$ cat src/rtl/dbg_bridge_pkg.sv
// Shared types and constants for the UART-to-debug-port host bridge.
//  state_e     : bridge FSM states
//  STAT_*      : response status byte values
//  REQ_BYTES / RSP_BYTES : request / response frame lengths in bytes
//  rsp_byte()  : selects one byte of the response frame (status, then rdata LSB first)
package dbg_bridge_pkg;

    typedef enum logic [2:0] {
        RX_CMD,
        RX_ADDR,
        RX_DATA,
        ISSUE,
        WAIT_RDY,
        RELEASE,
        TX_RESP
    } state_e;

    localparam logic [7:0] STAT_OK     = 8'h00;
    localparam logic [7:0] STAT_INVAL  = 8'h01;
    localparam logic [7:0] STAT_TO_RDY = 8'hEE;
    localparam logic [7:0] STAT_TO_REL = 8'hED;

    localparam int unsigned REQ_BYTES  = 9;
    localparam int unsigned RSP_BYTES  = 5;
    // Request is cmd + equal-sized addr and data fields.
    localparam int unsigned FIELD_BYTES = (REQ_BYTES - 1) / 2;
    localparam int unsigned IDX_W       = 3;

    // Response frame byte mux: 0 = status, 1..4 = rdata LSB first.
    function automatic logic [7:0] rsp_byte(input logic [7:0]       status,
                                            input logic [31:0]      rdata,
                                            input logic [IDX_W-1:0] idx);
        case (idx)
            3'd0:    return status;
            3'd1:    return rdata[7:0];
            3'd2:    return rdata[15:8];
            3'd3:    return rdata[23:16];
            3'd4:    return rdata[31:24];
            default: return 8'h00;
        endcase
    endfunction

endpackage

$ cat src/rtl/dbg_host_bridge.sv
// Host-side debug command port driver fed by a UART byte stream.
// Collects a 9-byte request (cmd, addr LSB first, data LSB first), issues one
// debug command, waits for ready and its release, then returns a 5-byte
// response (status, rdata LSB first).
// Ports:
//  clk, rst_i              : clock, synchronous active-high reset
//  rx_data_i, rx_valid_i   : received byte strobe (no backpressure)
//  tx_data_o, tx_valid_o, tx_ready_i : response byte stream, valid/ready
//  dbg_cmd_o, dbg_addr_o, dbg_data_o : debug command (8'h00 = NOP), address, write data
//  dbg_data_i, dbg_ready_i : debug read data and done flag
//  busy_o                  : high whenever not waiting for a new command byte
//  rx_drop_o               : one-cycle pulse when a received byte was discarded
module dbg_host_bridge
    import dbg_bridge_pkg::*;
#(
    parameter int unsigned DBG_TIMEOUT   = 1024,
    parameter int unsigned FRAME_TIMEOUT = 100000
) (
    input  logic        clk,
    input  logic        rst_i,
    input  logic [7:0]  rx_data_i,
    input  logic        rx_valid_i,
    output logic [7:0]  tx_data_o,
    output logic        tx_valid_o,
    input  logic        tx_ready_i,
    output logic [7:0]  dbg_cmd_o,
    output logic [31:0] dbg_addr_o,
    output logic [31:0] dbg_data_o,
    input  logic [31:0] dbg_data_i,
    input  logic        dbg_ready_i,
    output logic        busy_o,
    output logic        rx_drop_o
);

    // One counter serves both the frame-idle and debug timeouts.
    localparam int unsigned CNT_MAX = (DBG_TIMEOUT > FRAME_TIMEOUT) ? DBG_TIMEOUT : FRAME_TIMEOUT;
    localparam int unsigned CNT_W   = $clog2(CNT_MAX + 1);
    localparam logic [CNT_W-1:0] DBG_LIMIT   = CNT_W'(DBG_TIMEOUT);
    localparam logic [CNT_W-1:0] FRAME_LIMIT = CNT_W'(FRAME_TIMEOUT);
    localparam logic [CNT_W-1:0] CNT_SAT     = {CNT_W{1'b1}};
    localparam logic [IDX_W-1:0] FIELD_LAST  = IDX_W'(FIELD_BYTES - 1);
    localparam logic [IDX_W-1:0] RSP_LAST    = IDX_W'(RSP_BYTES - 1);

    state_e           state;
    logic [IDX_W-1:0] idx;
    logic [CNT_W-1:0] cnt;
    logic [7:0]       cmd_sh;
    logic [31:0]      addr_sh;
    logic [31:0]      data_sh;
    logic [7:0]       status;
    logic [31:0]      rdata;

    logic [CNT_W-1:0] cnt_inc_c;
    logic [7:0]       rel_status_c;
    logic             rx_busy_c;

    assign cnt_inc_c    = (cnt == CNT_SAT) ? cnt : cnt + CNT_W'(1);
    // A release timeout only replaces a successful status.
    assign rel_status_c = (status == STAT_OK) ? STAT_TO_REL : status;
    assign rx_busy_c    = (state == ISSUE) || (state == WAIT_RDY) ||
                          (state == RELEASE) || (state == TX_RESP);

    // Bridge FSM with registered outputs.
    always_ff @(posedge clk) begin
        if (rst_i) begin
            state      <= RX_CMD;
            idx        <= '0;
            cnt        <= '0;
            cmd_sh     <= '0;
            addr_sh    <= '0;
            data_sh    <= '0;
            status     <= '0;
            rdata      <= '0;
            tx_data_o  <= '0;
            tx_valid_o <= 1'b0;
            dbg_cmd_o  <= '0;
            dbg_addr_o <= '0;
            dbg_data_o <= '0;
            busy_o     <= 1'b0;
            rx_drop_o  <= 1'b0;
        end else begin
            rx_drop_o <= rx_valid_i && rx_busy_c;

            case (state)
                RX_CMD: begin
                    if (rx_valid_i) begin
                        cmd_sh <= rx_data_i;
                        idx    <= '0;
                        cnt    <= '0;
                        busy_o <= 1'b1;
                        state  <= RX_ADDR;
                    end
                end

                RX_ADDR, RX_DATA: begin
                    if (cnt == FRAME_LIMIT) begin
                        // Idle too long: abandon the partial frame; a byte arriving now is lost.
                        rx_drop_o <= rx_valid_i;
                        idx       <= '0;
                        cnt       <= '0;
                        busy_o    <= 1'b0;
                        state     <= RX_CMD;
                    end else if (rx_valid_i) begin
                        cnt <= '0;
                        if (state == RX_ADDR) addr_sh <= {rx_data_i, addr_sh[31:8]};
                        else                  data_sh <= {rx_data_i, data_sh[31:8]};
                        if (idx == FIELD_LAST) begin
                            idx <= '0;
                            if (state == RX_ADDR) begin
                                state <= RX_DATA;
                            end else if (cmd_sh != 8'h00) begin
                                state <= ISSUE;
                            end else begin
                                status     <= STAT_INVAL;
                                rdata      <= '0;
                                tx_data_o  <= STAT_INVAL;
                                tx_valid_o <= 1'b1;
                                state      <= TX_RESP;
                            end
                        end else begin
                            idx <= idx + IDX_W'(1);
                        end
                    end else begin
                        cnt <= cnt_inc_c;
                    end
                end

                ISSUE: begin
                    dbg_cmd_o  <= cmd_sh;
                    dbg_addr_o <= addr_sh;
                    dbg_data_o <= data_sh;
                    cnt        <= '0;
                    state      <= WAIT_RDY;
                end

                WAIT_RDY: begin
                    if (dbg_ready_i) begin
                        rdata     <= dbg_data_i;
                        status    <= STAT_OK;
                        dbg_cmd_o <= '0;
                        cnt       <= '0;
                        state     <= RELEASE;
                    end else if (cnt == DBG_LIMIT) begin
                        rdata     <= '0;
                        status    <= STAT_TO_RDY;
                        dbg_cmd_o <= '0;
                        cnt       <= '0;
                        state     <= RELEASE;
                    end else begin
                        cnt <= cnt_inc_c;
                    end
                end

                // Hold NOP until the port drops ready so the next command is a fresh request.
                RELEASE: begin
                    if (!dbg_ready_i) begin
                        idx        <= '0;
                        tx_data_o  <= status;
                        tx_valid_o <= 1'b1;
                        state      <= TX_RESP;
                    end else if (cnt == DBG_LIMIT) begin
                        status     <= rel_status_c;
                        idx        <= '0;
                        tx_data_o  <= rel_status_c;
                        tx_valid_o <= 1'b1;
                        state      <= TX_RESP;
                    end else begin
                        cnt <= cnt_inc_c;
                    end
                end

                TX_RESP: begin
                    if (tx_valid_o && tx_ready_i) begin
                        if (idx == RSP_LAST) begin
                            idx        <= '0;
                            tx_valid_o <= 1'b0;
                            busy_o     <= 1'b0;
                            state      <= RX_CMD;
                        end else begin
                            idx       <= idx + IDX_W'(1);
                            tx_data_o <= rsp_byte(status, rdata, idx + IDX_W'(1));
                        end
                    end
                end

                default: begin
                    busy_o <= 1'b0;
                    state  <= RX_CMD;
                end
            endcase
        end
    end

endmodule

$ cat config.mk
export PLATFORM = sky130hd
export DESIGN_NAME = dbg_host_bridge
export DESIGN_NICKNAME = d
export VERILOG_FILES = /design/src/rtl/dbg_bridge_pkg.sv /design/src/rtl/dbg_host_bridge.sv
export SDC_FILE = /design/constraint.sdc
export NUM_CORES = 1
export LEC_CHECK = 0
export BUFFER_PORTS_ARGS = -buffer_cell sky130_fd_sc_hd__buf_2
export CORE_MARGIN = 3
export CORE_UTILIZATION = 30
export CTS_BUF_LIST = sky130_fd_sc_hd__clkbuf_4 sky130_fd_sc_hd__clkbuf_8 sky130_fd_sc_hd__clkbuf_16
export DETAILED_ROUTE_END_ITERATION = 6
export GPL_ROUTABILITY_DRIVEN = 0
export PLACE_DENSITY = 0.55
export SETUP_SLACK_MARGIN = 0.5
export SLEW_MARGIN = 10
export SYNTH_ARGS = -nofsm -noshare
export SYNTH_HDL_FRONTEND = slang
export SYNTH_SLANG_ARGS = --single-unit
$ cat constraint.sdc
create_clock -name clk -period 3.25 [get_ports clk]
set_input_delay 0.325 -clock clk [delete_from_list [all_inputs] [get_ports clk]]
set_output_delay 0.325 -clock clk [all_outputs]
set_load 0.02 [all_outputs]
== Word level (Yosys, flattened, before mapping) ==
Index checks and enable logic that the tools add are counted.

* Register bits: 218
* Input port bits: 45
* Output and inout port bits: 83
* Word-level logic and storage cells: 154

* $add $sub $neg: 2
* Equal/unequal tests: 32
* Muxes and demuxes: 73
* Bitwise operators: 3
* Reductions and logical operators: 29

{| class="wikitable"
|+ Operator list
! kind !! number
|-
| 2-to-1 mux 32 bit || 7
|-
| 2-to-1 mux 17 bit || 8
|-
| 2-to-1 mux 8 bit || 15
|-
| case mux 17 bit (5 select lines) || 1
|-
| case mux 32 bit (2 select lines) || 1
|-
| 2-to-1 mux 3 bit || 20
|-
| case mux 8 bit (3 select lines) || 2
|-
| case mux 8 bit (5 select lines) || 1
|-
| equality test 17 bit, second input constant || 2
|-
| AND reduction 9 bit || 3
|-
| inequality test 2 bit, second input constant || 10
|-
| case mux 3 bit (6 select lines) || 1
|-
| adder 17 x 1 -> 17 bit, second input constant || 1
|-
| equality test 17 x 11 -> 1 bit, second input constant || 1
|-
| case mux 8 bit (2 select lines) || 1
|-
| equality test 3 x 2 -> 1 bit, second input constant || 5
|-
| equality test 3 bit, second input constant || 5
|-
| AND reduction 7 bit || 2
|-
| 2-to-1 mux 1 bit || 13
|-
| case mux 3 bit (4 select lines) || 1
|-
| AND reduction 4 bit || 3
|-
| AND reduction 5 bit || 2
|-
| logical NOT 8 bit || 1
|-
| nonzero test 8 bit || 1
|-
| other kinds (18) || 32
|}

== Logic depth before layout (Yosys ltp) ==
* Depth after elaboration: 7
* Depth in mapped cells: 10
* Mapped depth without buffers: 8

== Worst setup path before layout ==
Ideal clock, no wire load.

* Path type: register to register
* Start: register cnt[0]
* End: register rdata[10]
* Library setup time: 0.117 ns
* Arrival time: 1.860 ns
* Required time: 3.133 ns
* Slack: 1.274 ns
* Cell stages (with the launch flop): 9
* Path buffers: 1
* Period minus slack after synthesis: 1.976 ns
* Path through: dfxtp_1 inv_1 ha_1 and4_1 a21oi_1 o211a_1 a21oi_4 buf_6 a22o_1

* Word-level cells in the longest chain between the ends: 3
* Elaborated cells on any way between the ends: 5
* Classes of those cells: eq/ne: 4; reduce/logical: 1

{| class="wikitable"
|+ Ends and longest elaborated chain
! what !! RTL line !! source
|-
| start: declaration || dbg_host_bridge.sv:46 || <nowiki>logic [CNT_W-1:0] cnt;</nowiki>
|-
| start signal: assignment || dbg_host_bridge.sv:124 || <nowiki>cnt <= cnt_inc_c;</nowiki>
|-
| start signal: assignment || dbg_host_bridge.sv:150 || <nowiki>cnt <= cnt_inc_c;</nowiki>
|-
| start signal: assignment || dbg_host_bridge.sv:168 || <nowiki>cnt <= cnt_inc_c;</nowiki>
|-
| equality test 17 x 11 -> 1 bit or equality test 17 bit (tied branches) || dbg_host_bridge.sv:143, dbg_host_bridge.sv:96 ||
|-
| inequality test 3 x 2 -> 1 bit (no source line) or inequality test 2 bit (tied branches) || n/a ||
|-
| AND reduction 7 bit (no source line) (*) || n/a ||
|-
| end signal: assignment || dbg_host_bridge.sv:138 || <nowiki>rdata <= dbg_data_i;</nowiki>
|-
| end: declaration || dbg_host_bridge.sv:51 || <nowiki>logic [31:0] rdata;</nowiki>
|}

Mark *: on every way between the ends. The rest lies on a longest branch, timed or not.
A chain may end at the register's enable or synchronous reset.

== Final worst setup path ==
* Start: register state[0]
* End: register rdata[15]

* Word-level cells in the longest chain between the ends: 4
* Elaborated cells on any way between the ends: 13
* Classes of those cells: eq/ne: 9; mux: 1; reduce/logical: 3

{| class="wikitable"
|+ Ends and longest elaborated chain
! what !! RTL line !! source
|-
| start: declaration || dbg_host_bridge.sv:44 || <nowiki>state_e state;</nowiki>
|-
| start signal: assignment || dbg_host_bridge.sv:66 || <nowiki>state <= RX_CMD;</nowiki>
|-
| start signal: assignment || dbg_host_bridge.sv:91 || <nowiki>state <= RX_ADDR;</nowiki>
|-
| start signal: assignment || dbg_host_bridge.sv:102 || <nowiki>state <= RX_CMD;</nowiki>
|-
| equality test 3 x 1 -> 1 bit or equality test 3 x 2 -> 1 bit (tied branches) || dbg_host_bridge.sv:84, dbg_host_bridge.sv:109 ||
|-
| OR reduction 2 bit || dbg_host_bridge.sv:84 || <nowiki>case (state)</nowiki>
|-
| inequality test 2 bit (no source line) or nonzero test 2 bit (tied branches) || n/a ||
|-
| AND reduction 7 bit (no source line) || n/a ||
|}

Several ways; a longest one is shown, not always the timed one.

==> impl_metrics.env <==
export IMPL_cts_setup_buffers=0
export IMPL_power_uw=6070
export IMPL_hp_class="in -> reg"
export IMPL_drc=0
export IMPL_cp_slowest_cell="or3b_1"
export IMPL_grt_pass1_wl_um=37600
export IMPL_die_x_um=177
export IMPL_seq_power_share=0.458
export IMPL_cts_buffers=24
export IMPL_grt_pass1_vias=7083
export IMPL_drive_gt1_frac=0.175
export IMPL_yosys_warnings=0
export IMPL_die_h_um=177
export IMPL_slowest_delay_ns=0.65
export IMPL_netSwitchingPower_uw=1470
export IMPL_finalSetupViolations=0
export IMPL_final_common_cell="nand2_1"
export IMPL_hold_violations=0
export IMPL_slew_headroom=0.344
export IMPL_drt_iter0_markers=472
export IMPL_combPwrFrac=0.081
export IMPL_worstSetupPathType="reg -> reg"
export IMPL_fmax_mhz=390
export IMPL_gr_total_overflow=0
export IMPL_ys_flop_type="dfxtp_1"
export IMPL_worst_ep_arrival_time_ns=3.02
export IMPL_clockRootBuffer="clkbuf_16"
export IMPL_worstSetupEndpointType="flop"
export IMPL_final_cell_mix="nand2_1, dfxtp_1, a21oi_1"
export IMPL_netlist_area_um2=8780
export IMPL_first_pass_iters=5
export IMPL_period_needed_ns=2.56
export IMPL_nFillCells=2974
export IMPL_grt_max_degree=114
export IMPL_ioPinCount=128
export IMPL_clockBufferDepth=3
export IMPL_synth_area_per_cell_um2=8.27
export IMPL_path_cells="or3b_1, nor2_1, o21ai_4, o211a_1, a21oi_4, buf_4, a22o_1"
export IMPL_synth_seq_cells=218
export IMPL_netlist_instances=1062
export IMPL_fp_row_count=61
export IMPL_cts_sinks=218
export IMPL_portBuffers=127
export IMPL_synthTopCellsByArea="dfxtp_1, nand2_1, a21oi_1"
export IMPL_rrSetupSlack_ns=0.69
export IMPL_rsz0062_at_grt="false"
export IMPL_dp_hpwl_um=15800
export IMPL_crit_family="simple AND/OR/NAND/NOR gates"
export IMPL_yosys_area_top_type="dfxtp_1"
export IMPL_synth_top_cell_area_share=0.497
export IMPL_yosysUniqueCellTypes=63
export IMPL_required_ns=3.71
export IMPL_cp_num_buf_inv=1
export IMPL_route_vias_total=7559
export IMPL_ant_nets=0
export IMPL_syn2layout_area_growth_pct=19.9
export IMPL_maxCapViolCount=0
export IMPL_finalClockSkew_ns=0.00860
export IMPL_cts_tree="built"
export IMPL_routed_wl_um=23300
export IMPL_track_usage=0.144
export IMPL_diodes=0
export IMPL_insertion_delay_ns=0.52
export IMPL_synth_edff_count=0
export IMPL_p_int_uw=4600
export IMPL_async_reset_ff_frac=0
export IMPL_switching_share=0.242
export IMPL_final_max_slew_viol_count=0
export IMPL_timing_final_crit_share=0.788
export IMPL_vdd_drop_max_v=0.000365
export IMPL_startpoint_type="flop"
export IMPL_utilization=0.372
export IMPL_syn_nets=1116
export IMPL_wl_per_cell_um=15.0
export IMPL_cp_max_fo=33
export IMPL_ys_seq_area_frac=0.497
export IMPL_postCtsHoldBufs=0
export IMPL_worst_slew_pin_slew_ns=0.977
export IMPL_vias_per_cell=4.89
export IMPL_clk_pin_slew_ns=0.06
export IMPL_dp_cells=1506
export IMPL_status="complete, no violations"
export IMPL_stdcell_count=1547
export IMPL_nets=1208
export IMPL_core_area_um2=28300
export IMPL_power_share_clock=0.461
export IMPL_start_util=0.310
export IMPL_h_tree_depth=1
export IMPL_power_leakage_uw=0.00396
export IMPL_tns_ns=0
export IMPL_power_density_nw_per_um2=577
export IMPL_dieArea_um2=31400
export IMPL_antenna_found_initial=0
-- layer usage --
layer / part of all wire / GRT usage
met5: 0 / 0
met4: 0.019 / 0.0334
met3: 0.049 / 0.0253
met2: 0.44 / 0.225
met1: 0.49 / 0.207
-- cell usage after synthesis (9+ instances only) --
library cell and instances:
ha_1 9, nand2_1 306, nor4_1 9, o21ai_0 22
mux2i_1 9, inv_1 11, dfxtp_1 218, xnor2_1 11
nand3_1 24, nor2_1 46, a22o_1 33, clkbuf_1 57
nor3_1 18, a21oi_1 163, a31oi_1 9
-- worst paths after layout --
check,start,cells after the start,to
worst max register to register,state[0],7,rdata[15]
worst min-delay path,dbg_data_i[11],2,rdata[11]
worst max-delay path,state[0],7,rdata[15]
worst min register to register,dbg_data_o[11],2,dbg_data_o[11]
-- through the flow --
step | instance area (µm²) | hold slack (ns) | setup WS (ns)
6_report | 10500 | 0.0154 | 0.688
5_1_grt | 10500 | 0.00535 | 0.510
4_1_cts | 10500 | 0.00292 | 0.628
3_5_place_dp | 9700 | 0.444 | 0.631
3_3_place_gp | 9700 | 0.439 | 0.707
2_1_floorplan | 8780 | 0.432 | 1.27
-- flip-flops by register name, indices dropped and copies added, names as in the netlist --
register	flops
busy_o	1
data_sh	32
rx_drop_o	1
status	8
dbg_addr_o	32
cnt	17
dbg_cmd_o	8
tx_valid_o	1
tx_data_o	8
idx	3
rdata	32
cmd_sh	8
addr_sh	32
state	3
dbg_data_o	32
-- layout make-up --
type | count | area [µm²] | share of cell area
Sequential cell | 218 | 4360 | 0.415
Multi-Input combinational cell | 760 | 4080 | 0.387
Timing Repair Buffer | 139 | 753 | 0.0716
Clock buffer | 34 | 694 | 0.0660
Tap cell | 378 | 473 | 0.0449
Clock inverter | 7 | 121 | 0.0115
Inverter | 11 | 41.3 | 0.00392
-- timing repair --
action | in CTS | in global routing
endpoints found under the hold margin | 0 | 0
setup endpoints to repair | 0 | 16
resized for setup | 0 | 1
-- cells by family (layout without fill, tap and decap cells) --
group / Yosys count / count (layout) / share of synthesized area
multiplexers: 17 / 17 / 0.0205
AO/OA/AOI/OAI: 267 / 267 / 0.188
buffers and inverters: 84 / 191 / 0.0405
XOR/XNOR: 11 / 11 / 0.0110
adder cells (fa/ha/maj): 10 / 10 / 0.0140
AND/OR/NAND/NOR: 455 / 455 / 0.229
flip-flops: 218 / 218 / 0.497
-- power by group through the flow --
stage               Clock [µW]  Sequential, µW  Combinational [µW]
floorplan                    0            2810                 384
finish                    2800            2780                 494
detailed placement           0            2830                 492
global route              2970            2780                 550
CTS                       2870            2780                 493
global placement             0            2830                 491
No activity file was read; power rests on OpenSTA's default activity.
